<file path="src/rtl/spi_fifo_pkg.sv">
// Shared definitions for the SPI FIFO front end: register offsets,
// controller state encoding and STAT register bit positions.
package spi_fifo_pkg;

    // Register offsets as decoded from addr[3:2]
    localparam logic [1:0] REG_DATA = 2'd0;
    localparam logic [1:0] REG_STAT = 2'd1;
    localparam logic [1:0] REG_CTRL = 2'd2;

    // Burst sequencer states
    typedef enum logic [2:0] {
        IDLE,
        SETUP,
        START,
        WAIT,
        HOLD
    } state_t;

    // STAT register bit positions
    localparam int unsigned STAT_RX_EMPTY = 0;
    localparam int unsigned STAT_RX_FULL  = 1;
    localparam int unsigned STAT_TX_FULL  = 2;
    localparam int unsigned STAT_BUSY     = 3;
    localparam int unsigned STAT_RX_OVF   = 4;
    localparam int unsigned STAT_TX_OVF   = 5;

endpackage

</file>
<file path="src/rtl/sync_fifo.sv">
// Single-clock FIFO. A push to a full FIFO and a pop from an empty FIFO are
// ignored; fullness/emptiness are judged on the state before this cycle's
// operations, so a simultaneous push and pop both take effect when legal.
module sync_fifo #(
    parameter int unsigned WIDTH = 8,
    parameter int unsigned DEPTH = 8
) (
    input  logic             clk,
    input  logic             resetn,
    input  logic             push,
    input  logic             pop,
    input  logic [WIDTH-1:0] din,
    output logic             full,
    output logic             empty,
    output logic [WIDTH-1:0] head
);

    localparam int unsigned AW = (DEPTH > 1) ? $clog2(DEPTH) : 1;

    logic [WIDTH-1:0] mem [DEPTH];
    logic [AW-1:0]    wptr;
    logic [AW-1:0]    rptr;
    logic [AW:0]      count;
    logic             do_push;
    logic             do_pop;

    assign full    = (count == (AW + 1)'(DEPTH));
    assign empty   = (count == '0);
    assign head    = mem[rptr];
    assign do_push = push && !full;
    assign do_pop  = pop && !empty;

    // Pointer and occupancy tracking; pointers wrap naturally at DEPTH
    always_ff @(posedge clk or negedge resetn) begin
        if (!resetn) begin
            wptr  <= '0;
            rptr  <= '0;
            count <= '0;
        end else begin
            if (do_push) wptr <= wptr + AW'(1);
            if (do_pop)  rptr <= rptr + AW'(1);
            count <= count + (AW + 1)'(do_push) - (AW + 1)'(do_pop);
        end
    end

    // Storage array, written only on an accepted push
    always_ff @(posedge clk) begin
        if (do_push) mem[wptr] <= din;
    end

endmodule

</file>
<file path="src/rtl/spi_fifo_ctrl.sv">
// Memory-mapped front end for the byte-level SPI engine: TX/RX buffering,
// automatic chip-select over a burst, sticky overflow flags and RX irq.
module spi_fifo_ctrl
    import spi_fifo_pkg::*;
#(
    parameter int unsigned DEPTH   = 8,
    parameter int unsigned SS_HOLD = 2
) (
    input  logic        clk,
    input  logic        resetn,
    input  logic        valid,
    output logic        ready,
    input  logic [31:0] addr,
    input  logic [3:0]  wstrb,
    input  logic [31:0] wdata,
    output logic [31:0] rdata,
    output logic        eng_start,
    output logic [7:0]  eng_tx,
    input  logic        eng_done,
    input  logic [7:0]  eng_rx,
    output logic        ss_n,
    output logic        irq
);

    localparam int unsigned CNT_W = $clog2(SS_HOLD + 1);
    localparam logic [CNT_W-1:0] HOLD_INIT = CNT_W'(SS_HOLD - 1);

    state_t           state_q, state_d;
    logic [CNT_W-1:0] cnt_q, cnt_d;
    logic             ss_n_d;
    logic [7:0]       eng_tx_d;

    logic        bus_acc, bus_wr;
    logic [1:0]  bus_reg;
    logic [31:0] rdata_d;
    logic        tx_push, tx_pop, tx_full, tx_empty;
    logic        rx_push, rx_pop, rx_full, rx_empty;
    logic [7:0]  tx_head, rx_head;
    logic        tx_ovf, rx_ovf, ss_force, busy;
    logic        unused_bits;

    // One access per request: ready is never asserted on back-to-back cycles
    assign bus_acc     = valid && !ready;
    assign bus_wr      = |wstrb;
    assign bus_reg     = addr[3:2];
    assign tx_push     = bus_acc && bus_wr && (bus_reg == REG_DATA);
    assign rx_pop      = bus_acc && !bus_wr && (bus_reg == REG_DATA);
    assign busy        = (state_q != IDLE);
    assign eng_start   = (state_q == START);
    assign irq         = !rx_empty;
    assign unused_bits = ^{addr[31:4], addr[1:0], wdata[31:8]};

    sync_fifo #(.WIDTH(8), .DEPTH(DEPTH)) u_tx_fifo (
        .clk(clk), .resetn(resetn), .push(tx_push), .pop(tx_pop),
        .din(wdata[7:0]), .full(tx_full), .empty(tx_empty), .head(tx_head)
    );

    sync_fifo #(.WIDTH(8), .DEPTH(DEPTH)) u_rx_fifo (
        .clk(clk), .resetn(resetn), .push(rx_push), .pop(rx_pop),
        .din(eng_rx), .full(rx_full), .empty(rx_empty), .head(rx_head)
    );

    // Read data mux; sampled on the accept edge so it is valid with ready
    always_comb begin
        rdata_d = '0;
        if (bus_acc && !bus_wr) begin
            case (bus_reg)
                REG_DATA: rdata_d = {23'b0, rx_empty, rx_empty ? 8'h00 : rx_head};
                REG_STAT: begin
                    rdata_d[STAT_RX_EMPTY] = rx_empty;
                    rdata_d[STAT_RX_FULL]  = rx_full;
                    rdata_d[STAT_TX_FULL]  = tx_full;
                    rdata_d[STAT_BUSY]     = busy;
                    rdata_d[STAT_RX_OVF]   = rx_ovf;
                    rdata_d[STAT_TX_OVF]   = tx_ovf;
                end
                REG_CTRL: rdata_d = {31'b0, ss_force};
                default:  rdata_d = '0;
            endcase
        end
    end

    // Bus acknowledge, read data, control bit and sticky overflow flags
    always_ff @(posedge clk or negedge resetn) begin
        if (!resetn) begin
            ready    <= 1'b0;
            rdata    <= '0;
            tx_ovf   <= 1'b0;
            rx_ovf   <= 1'b0;
            ss_force <= 1'b0;
        end else begin
            ready <= bus_acc;
            rdata <= rdata_d;
            if (bus_acc && bus_wr && (bus_reg == REG_STAT)) begin
                if (wdata[0]) rx_ovf <= 1'b0;
                if (wdata[1]) tx_ovf <= 1'b0;
            end
            if (bus_acc && bus_wr && (bus_reg == REG_CTRL)) ss_force <= wdata[0];
            // A new overflow event wins over a same-cycle clear
            if (tx_push && tx_full) tx_ovf <= 1'b1;
            if (rx_push && rx_full) rx_ovf <= 1'b1;
        end
    end

    // Sequencer state, SS counter, chip select and engine byte registers
    always_ff @(posedge clk or negedge resetn) begin
        if (!resetn) begin
            state_q <= IDLE;
            cnt_q   <= '0;
            ss_n    <= 1'b1;
            eng_tx  <= '0;
        end else begin
            state_q <= state_d;
            cnt_q   <= cnt_d;
            ss_n    <= ss_n_d;
            eng_tx  <= eng_tx_d;
        end
    end

    // Next-state logic: eng_tx is loaded on entry to START, TX pops during START
    always_comb begin
        state_d  = state_q;
        cnt_d    = cnt_q;
        ss_n_d   = ss_n;
        eng_tx_d = eng_tx;
        tx_pop   = 1'b0;
        rx_push  = 1'b0;
        case (state_q)
            IDLE: begin
                if (!tx_empty) begin
                    state_d = SETUP;
                    ss_n_d  = 1'b0;
                    cnt_d   = HOLD_INIT;
                end
            end
            SETUP: begin
                if (cnt_q == '0) begin
                    state_d  = START;
                    eng_tx_d = tx_head;
                end else begin
                    cnt_d = cnt_q - CNT_W'(1);
                end
            end
            START: begin
                tx_pop  = 1'b1;
                state_d = WAIT;
            end
            WAIT: begin
                if (eng_done) begin
                    rx_push = 1'b1;
                    if (!tx_empty) begin
                        state_d  = START;
                        eng_tx_d = tx_head;
                    end else begin
                        state_d = HOLD;
                        cnt_d   = HOLD_INIT;
                    end
                end
            end
            HOLD: begin
                if (!tx_empty) begin
                    state_d  = START;
                    eng_tx_d = tx_head;
                end else if (ss_force) begin
                    cnt_d = HOLD_INIT;
                end else if (cnt_q == '0) begin
                    state_d = IDLE;
                    ss_n_d  = 1'b1;
                end else begin
                    cnt_d = cnt_q - CNT_W'(1);
                end
            end
            default: state_d = IDLE;
        endcase
    end

endmodule

</file>
<file path="config.mk">
export PLATFORM = sky130hd
export DESIGN_NAME = spi_fifo_ctrl
export DESIGN_NICKNAME = d
export VERILOG_FILES = /design/src/rtl/spi_fifo_pkg.sv /design/src/rtl/sync_fifo.sv /design/src/rtl/spi_fifo_ctrl.sv
export SDC_FILE = /design/constraint.sdc
export NUM_CORES = 1
export LEC_CHECK = 0
export CAP_MARGIN = 20
export CORE_MARGIN = 2
export CORE_UTILIZATION = 38
export CTS_BUF_LIST = sky130_fd_sc_hd__clkbuf_4
export DETAILED_ROUTE_END_ITERATION = 7
export REMOVE_ABC_BUFFERS = 1
export SLEW_MARGIN = 20
export SYNTH_ARGS = -nofsm -noshare
export SYNTH_HDL_FRONTEND = slang
export SYNTH_SLANG_ARGS = --single-unit
</file>
<file path="constraint.sdc">
create_clock -name clk -period 2.5 [get_ports clk]
set_input_delay 0.625 -clock clk [delete_from_list [all_inputs] [get_ports clk]]
set_output_delay 0.625 -clock clk [all_outputs]
set_load 0.02 [all_outputs]
</file>
==> metrics <==
status=completed; largest family of logic cells by synthesized area=multiplexers; die area=0.0206 mm²; Detail Route Antenna Nets=0; fin nets=630; Slew headroom=41.7%; Setup TNS=0 ns; HP Class=in2async; layout cells sized above 1=27.3%; post-DP HPWL=9.42 mm; Multi-input gate area=0.00214 mm²; First DRT Iteration DRCs=255; clk_skew=0.0290 ns; Worst EP arrival=2.88 ns; detailed-route wire length per cell=16.7 µm; H-Tree Depth=4; drt via density=4.80; number of global-route vias before repair=4064; post-synthesis sequential area ratio=68.0%; final worst slack=0.102 ns; CTS root buffer=clkbuf_4; Cell Chain, Critical Path=clkdlybuf4s50_1 > nor4_4 > nand2_1 > or3_4 > clkinv_2 > ha_1 > inv_1 > ha_1 > inv_1 > fa_2 > inv_1; count of cell types in the netlist=51; Mean Syn Cell Area=17.0 µm²; RSZ-0062 raised after global routing=false; flops & latches, synth=175; delay of the slowest critical-path stage=0.51 ns; top cell type's share of synthesized area=52.0%; diodes inserted=0; CP most frequent cell=inv_1; PwrDens=888 mW/mm²; fmax=0.417 GHz; first-pass GRT wire length=21.5 mm; Final Cycle Share=95.9%; Area growth syn-to-layout=17.8%; Initial Util=39.1%; Warnings, synthesis=0; pre-CTS setup slack=-0.649 ns; asr flop ratio synth=26.9%; switching share of power=31.7%; worst-margin pin slew=0.875 ns; worst setup path class=in2reg; clock network power share=20.2%; max cap viols=0; critical path launch point type=input pin; I/O pin total=124; clock transition at the registers of the reported paths=0.16 ns; Post-synth EDFFs=128; Die Y=143 µm; pin count of the biggest net entering global routing=25; Leakage=3.17 nW; row count=50; mux share of post-synthesis cell area=14.0%; crit path max fanout=2; adder-cell area share of the yosys netlist=3.25%; Die X=143 µm; Hold Violations, Final=0; PortBufs=46; core area=0.0189 mm²; combinational power share=29.2%; setup violators final=0; maximum clock path buffer count=2; clk_lat worst skew=0.56 ns; Synth Flop Type=edfxtp_1; Synth Area in Compound Gates=3.27%; via count=3863; filler instances=1683; Max VDD drop=495 µV; Finished Layout Cells=805; WP data required=2.98 ns; Cell Area, Synth=0.00739 mm²; total global routing track utilization=14.2%; internal power=5.28 mW; sequential cell area=0.00502 mm²; critical path capture point type=flop; slowest CP cell=fa_2; # clock sinks=175; initial antenna violation count=0; post-synthesis xor/xnor area fraction=1.42%; Design Power=7.73 mW; cts bufs inserted=17; WL final=13.4 mm; remaining global-route overflow=0; Reg power frac=50.6%; Syn Inst Count=434; dominant cells by area after synthesis=edfxtp_1 (52%), dfrtp_1 (16%), mux4_2 (9.5%); CTS tree=done; total iterations of the first detailed-routing run=4; fin. max-slew vios=0; leading area contributor after synthesis=edfxtp_1; Simple-Gate Fraction of Synth Area=5.57%; GPL Wtd Cong=0.796; # DRC=0; Sw Pwr=2.45 mW; total placed cells including tap cells=771; minimum clock period=2.40 ns
==> cell type report <==
type / instances / area share (%)
clock inverters: 14 / 1.74
repair buffers: 96 / 9.89
flip-flops and latches: 175 / 57.7
well taps: 260 / 3.74
multi-input cells: 224 / 24.6
inverters: 18 / 0.791
clock buffers: 18 / 1.55
==> state kept, by name, indices dropped and copies added, names as in the netlist, 2 cells and up <==
signal	cells
u_tx_fifo.mem	64
cnt_q	2
u_rx_fifo.rptr	3
eng_tx	8
state_q	3
u_tx_fifo.wptr	3
u_tx_fifo.count	4
u_rx_fifo.mem	64
u_rx_fifo.wptr	3
u_rx_fifo.count	4
u_tx_fifo.rptr	3
rdata	9
==> metal layers <==
metal / wire length, µm / global-route usage [%]
met1: 5740 / 17.2
met3: 509 / 3.60
met2: 7000 / 24.9
met4: 176 / 4.44
met5: 0 / 0
==> layout by cell type, fill, tap and decap left out, types with 9 or more instances in the layout <==
master           netlist  routed
edfxtp_1             128     128
mux2_2                21      21
clkbuf_4               0      18
nand2_1               18      18
nor2_1                20      20
clkdlybuf4s50_1        0      40
conb_1                 1      23
inv_1                 17      16
nor3_1                 9       9
buf_4                 24      47
mux4_2                31      31
dfrtp_1               46      45
ha_1                  16      16
mux2i_1                9       9
==> critical path: cells and delay by family <==
kind | cells | cell delay [ns]
adder cells (fa/ha/maj) | 3 | 0.90
buffers and inverters | 5 | 0.68
AND/OR/NAND/NOR | 3 | 0.68
==> per-stage QoR <==
step	utilization [%]	hold WS [ns]	cell area (µm²)
final	46.1	0.0376	8700
after floorplan	-	0.329	7210
after CTS	45.9	0.0153	8670
after global placement	44.3	0.492	8380
after global routing	46.1	0.0144	8700
after detailed placement	44.3	0.497	8380
==> power by group through the flow <==
stage,combinational [mW],clock [mW],sequential (mW)
final,2.26,1.56,3.91
after global routing,2.50,1.76,3.98
after CTS,2.29,1.63,3.91
after detailed placement,2.28,0,3.97
after global placement,2.23,0,3.95
after floorplan,1.37,0,4.01
==> cell families after synthesis <==
logic type | count (synthesis)
adders and majority gates | 18
buffers and inverters | 57
AOI/OAI and AO/OA | 32
DFF | 175
and+or+nand+nor | 77
xor gates and xnor gates | 12
muxes | 62
other | 1
==> path summary, 6_finish.rpt <==
path / from / endpoint / slack (ns) / cells after the start
setup / recovery: wstrb[1] / u_rx_fifo.count[1] / 0.10 / 11
max in group asynchronous: resetn / u_rx_fifo.count[2] / 1.81 / 2
setup reg to reg: u_rx_fifo.count[2] / u_rx_fifo.count[1] / 0.15 / 11
hold / removal: resetn / eng_tx[2] / 0.04 / 1
hold reg to reg: eng_tx[4] / eng_tx[4] / 0.53 / 1
min in group clk: eng_tx[4] / eng_tx[4] / 0.53 / 1
==> repair_timing <==
action	4_1_cts	5_1_grt
hold buffers	0	0
pin swaps	0	3
endpoints found under the hold margin	0	0
resized for setup	4	11
cloned	0	0
setup buffers	0	2
endpoints found under the setup margin	3	4
==> Yosys cell counts, drive strengths merged (4+ instances only) <==
cell,count
inv,17
o21ai,8
nor3,9
nor3b,5
nand2b,8
buf,35
edfxtp,128
ha,16
nand2,18
xor2,7
mux2i,9
mux2,22
xnor2,5
clkbuf,4
nor2,20
mux4,31
dfrtp,46
a21oi,8
No activity file was read; power rests on OpenSTA's default activity.
